===== src/rtl/pipeline_deliver_elastic.sv =====
// pipeline_deliver_elastic: elastic valid/ready pipeline register between two
// core stages. It holds up to DEPTH payloads in a circular queue, presents
// all-zero data on bubbles, supports a synchronous flush and a downstream stall.
// Optional feature macro: PIPELINE_DELIVER_BYPASS_EN (zero-latency pass-through
// when the buffer is empty). Reset rst is synchronous, active-low.
module pipeline_deliver_elastic #(
   parameter int unsigned WIDTH = 32,
   parameter int unsigned DEPTH = 2,
   localparam int unsigned CNT_W = $clog2(DEPTH + 1)
) (
   input  logic             clk,
   input  logic             rst,
   input  logic             flush_in,
   input  logic             stall_in,
   input  logic             in_valid,
   output logic             in_ready,
   input  logic [WIDTH-1:0] in_data,
   output logic             out_valid,
   input  logic             out_ready,
   output logic [WIDTH-1:0] out_data,
   output logic [CNT_W-1:0] count
);

   localparam int unsigned PTR_W = $clog2(DEPTH);

   logic [PTR_W-1:0] rd_ptr;
   logic [PTR_W-1:0] wr_ptr;
   logic [WIDTH-1:0] mem [DEPTH];
   logic             buf_valid;
   logic             push;
   logic             pop;

   // in_ready depends only on registered occupancy, so a full buffer cannot
   // accept in the same cycle it pops and no ready path runs downstream-to-upstream.
   assign in_ready  = rst & (count < CNT_W'(DEPTH));
   assign buf_valid = rst & (count != '0);
   assign push      = in_valid & in_ready & ~flush_in;
   assign pop       = out_valid & out_ready & ~stall_in & ~flush_in;

   // Head presentation: stored head, zero on bubble, or same-cycle bypass.
   // A bypassed payload that is also popped is written and read in the same
   // cycle, so both pointers advance and count stays 0 without special casing.
   always_comb begin
      out_valid = buf_valid;
      out_data  = '0;
      if (buf_valid) begin
         out_data = mem[rd_ptr];
      end
`ifdef PIPELINE_DELIVER_BYPASS_EN
      else if (rst && in_valid && !flush_in) begin
         out_valid = 1'b1;
         out_data  = in_data;
      end
`endif
   end

   // Payload storage; contents need no reset since count gates visibility.
   always_ff @(posedge clk) begin
      if (push) begin
         mem[wr_ptr] <= in_data;
      end
   end

   // Pointer and occupancy update; reset beats flush, flush beats push/pop.
   always_ff @(posedge clk) begin
      if (!rst) begin
         rd_ptr <= '0;
         wr_ptr <= '0;
         count  <= '0;
      end else if (flush_in) begin
         rd_ptr <= '0;
         wr_ptr <= '0;
         count  <= '0;
      end else begin
         if (push) begin
            wr_ptr <= wr_ptr + PTR_W'(1);
         end
         if (pop) begin
            rd_ptr <= rd_ptr + PTR_W'(1);
         end
         count <= count + CNT_W'(push) - CNT_W'(pop);
      end
   end

`ifndef SYNTHESIS
   // Held head must not change until it is taken or flushed.
   a_hold_stable : assert property (@(posedge clk) disable iff (!rst)
      (out_valid && !(out_ready && !stall_in) && !flush_in) |=> $stable(out_data));

   // Occupancy never exceeds capacity.
   a_count_bound : assert property (@(posedge clk) disable iff (!rst)
      count <= CNT_W'(DEPTH));
`endif

endmodule


===== config.mk =====
export PLATFORM = sky130hd
export DESIGN_NAME = pipeline_deliver_elastic
export DESIGN_NICKNAME = d
export VERILOG_FILES = /design/src/rtl/pipeline_deliver_elastic.sv
export SDC_FILE = /design/constraint.sdc
export NUM_CORES = 1
export LEC_CHECK = 0
export BUFFER_PORTS_ARGS = -buffer_cell sky130_fd_sc_hd__buf_4
export CAP_MARGIN = 20
export CORE_MARGIN = 2
export CORE_UTILIZATION = 50
export CTS_BUF_LIST = sky130_fd_sc_hd__clkbuf_8 sky130_fd_sc_hd__clkbuf_16
export CTS_CLUSTER_DIAMETER = 30
export DETAILED_ROUTE_END_ITERATION = 12
export MAX_ROUTING_LAYER = met4
export PLACE_DENSITY = 0.77
export SYNTH_ARGS = -nofsm -noshare
export SYNTH_HDL_FRONTEND = slang
export SYNTH_SLANG_ARGS = --single-unit
export TNS_END_PERCENT = 50

===== constraint.sdc =====
create_clock -name clk -period 7 [get_ports clk]
set_input_delay 1.4 -clock clk [delete_from_list [all_inputs] [get_ports clk]]
set_output_delay 1.4 -clock clk [all_outputs]
set_load 0.01 [all_outputs]

==> results.toml <==
[status]
status = "finished, final reports clean"

[sta]
tns_ns = 0
rsz0062_at_grt = "false"
drv_slew = 0
worstMarginPinSlew_ns = 0.9819
min_period_over_period_pct = 51.45
relSlewSlack_pct = 34.54
fin_skew_ns = 0.004902
finalSetupViolCount = 0
period_minus_slack_ns = 3.601
hold_violations = 0
max_freq_mhz = 277.7

[clock_network]
clk_pin_slew_worst_paths_ns = 0.07
cts_hold_buf = 0
clockBufferDepth = 2
clk_latency_ns = 0.33
cts_tree = "done"
cts_buffers = 9
cts_setup_buffers = 0
cts_root_buf = "clkbuf_8"
htreeDepth = 3
cts_resized = 0
clock-sinks = 69

[cells_and_area]
area_delta_synth_final_pct = 28.68
diodes = 0
num-nets-final = 285
fill_cells = 387
drive_gt1_share_pct = 36.95
design_area_mm2 = 0.003436
multiInputGateArea_um2 = 605.6
ff_latch_area_mm2 = 0.002023

[worst_setup_path]
rr_startpoint = "count[1]$_SDFF_PP0_"
r2r_setup_slack_ns = 5.01
worstSetupPathType = "in -> out"
path_max_fanout = 34
required_ns = 5.60
critPathLaunchType = "primary input"
endpoint_kind = "output pin"
reg2reg_depth = 9
cp.arrival_ns = 2.20
r2r_end = "count[1]$_SDFF_PP0_"

[route]
antenna_left = 0
viasPerCell = 4.856
dr.pass1.iters = 4
avgRoutedWirePerCell_um = 14.00
drcViolationCount = 0
routed_wl_um = 4465
drt_iter0_markers = 62
vias = 1549

[placed_design]
placed_cell_area_mm2 = 0.003287
io_buffer_count = 73
dpl.hpwl_um = 2936
gp_congestion = 0.7205

[floorplanning]
core_mm2 = 0.005140
rows = 26
die_h_um = 77.08
ios = 74
dieArea_mm2 = 0.005941
initial_core_util_pct = 51.95
fp.dieW_um = 77.08

[power_and_ir_drop]
powerDensity_mw_per_mm2 = 216.7
peakVddDrop_mv = 0.1540
power.share.sequential_pct = 61.9
netSwitchingFraction_pct = 19.57
p_sw_mw = 0.1457
power_frac_clock_pct = 33.3
p_comb_share_pct = 4.7
internal_power_mw = 0.5989
leakagePower_nw = 1.285

[global_routing]
antenna_found_initial = 0
gr-usage-all-layers_pct = 16.89
grt_pass1_wl_um = 7196
grt_pass1_vias = 1517
grt_overflow = 0
grt_max_degree = 35

[yosys]
yosysTopAreaCellShare_pct = 71.98
yosysTopAreaCell = "edfxtp_1"
synth_edf_count = 64
synth_ff_type = "edfxtp_1"
syn_inst = 166
postSynthAreaPerCell_um2 = 16.08
synth.cell_area_mm2 = 0.002670
synthTopCellsByCount = "edfxtp_1, nor2_1, mux2i_1"
synth_cell_types = 22
syn_nets = 206
synth_most_common_cell = "edfxtp_1"
synth_seq_cells = 69
seq_area_frac_synth_pct = 75.73
synthArstFlopShare_pct = 0
ys_warn_count = 0
yosys-top-cells-area = "edfxtp_1, mux2i_1, nor2_1"

[min_path]
min_path_type = "reg -> reg"
hp-start = "rd_ptr$_SDFFE_PP0P_"
min_to = "rd_ptr$_SDFFE_PP0P_"
holdPathStages = 2

[run]
max_cap_violations = 0
## per-stage QoR
step / std cells / util, % / power [mW] / setup WS, ns / hold WS, ns
finish: 319 / 66.85 / 0.7446 / 3.399 / 0.5331
CTS: 319 / 66.85 / 0.7532 / 3.391 / 0.5250
floorplan: 166 / - / 0.4812 / 3.581 / 0.4799
global placement: 304 / 63.95 / 0.5046 / 3.404 / 0.4886
global route: 319 / 66.85 / 0.7731 / 3.326 / 0.5969
detailed placement: 304 / 63.95 / 0.5059 / 3.391 / 0.5177
## registers in the layout, indices dropped and copies added, names as in the netlist, named ones only
signal	count
mem	64
count	2
rd_ptr	1
wr_ptr	1
## final cells by class
class	instances	area share, %
flip-flops and latches	69	58.89
clock buffers	9	3.605
clock inverters	6	0.7283
inverters	2	0.2185
repair buffers	75	16.39
multi-input cells	88	17.63
well taps	70	2.549
## logic make-up (layout without fill, tap and decap cells)
group	after synthesis	in the layout	share of synthesized area, %
and+or+nand+nor	48	48	7.920
AOI/OAI and AO/OA	4	4	0.8902
muxes	32	32	12.00
adders and majority gates	2	2	0.9371
buffers and inverters	9	92	1.874
xor gates and xnor gates	2	2	0.6562
DFF	69	69	75.73
## power by group through the flow
stage / Sequential [mW] / Combinational (mW) / Clock [mW]
finish: 0.461 / 0.0351 / 0.248
global route: 0.462 / 0.0390 / 0.272
CTS: 0.461 / 0.0358 / 0.256
detailed placement: 0.470 / 0.0357 / 0
global placement: 0.470 / 0.0347 / 0
floorplan: 0.470 / 0.0117 / 0
## layer usage
| metal | track usage, % | vias to the layer above | wire length [µm] |
|---|---|---|---|
| met5 | - | - | 0 |
| met4 | 10.36 | 0 | 141 |
| met3 | 4.353 | 14 | 246 |
| met2 | 25.79 | 56 | 2203 |
| met1 | 20.28 | 719 | 1873 |
| li1 | - | 760 | - |
## cell usage in the layout (no fill, tap or decap), types with 2 or more instances in the layout
| cell | Yosys | final |
|---|---|---|
| dfxtp_1 | 5 | 4 |
| nor3_1 | 2 | 2 |
| ha_1 | 2 | 2 |
| clkbuf_8 | 0 | 9 |
| nand2b_1 | 2 | 2 |
| clkinv_2 | 0 | 2 |
| a21oi_1 | 2 | 2 |
| inv_1 | 2 | 5 |
| and2b_2 | 2 | 2 |
| mux2i_1 | 32 | 32 |
| nor2_1 | 36 | 35 |
| buf_4 | 3 | 75 |
| edfxtp_1 | 64 | 64 |
## how the worst max path moves through the flow
stage / endpoint / from / slack, ns / depth (start not counted)
5_1_grt: out_data[12] / rst / 3.33 / 5
3_3_place_gp: out_data[15] / rst / 3.40 / 5
2_1_floorplan: mem[0][0]$_DFFE_PP_ / rst / 3.58 / 3
6_report: out_data[12] / rst / 3.40 / 5
4_1_cts: out_data[12] / rst / 3.39 / 5
3_5_place_dp: out_data[12] / rst / 3.39 / 5
## critical path, cell delays in order
cell and delay, ns:
buf_4 0.12, o21ai_2 0.04, buf_4 0.35, nor2_1 0.11, buf_4 0.16
No activity file was read; power rests on OpenSTA's default activity.
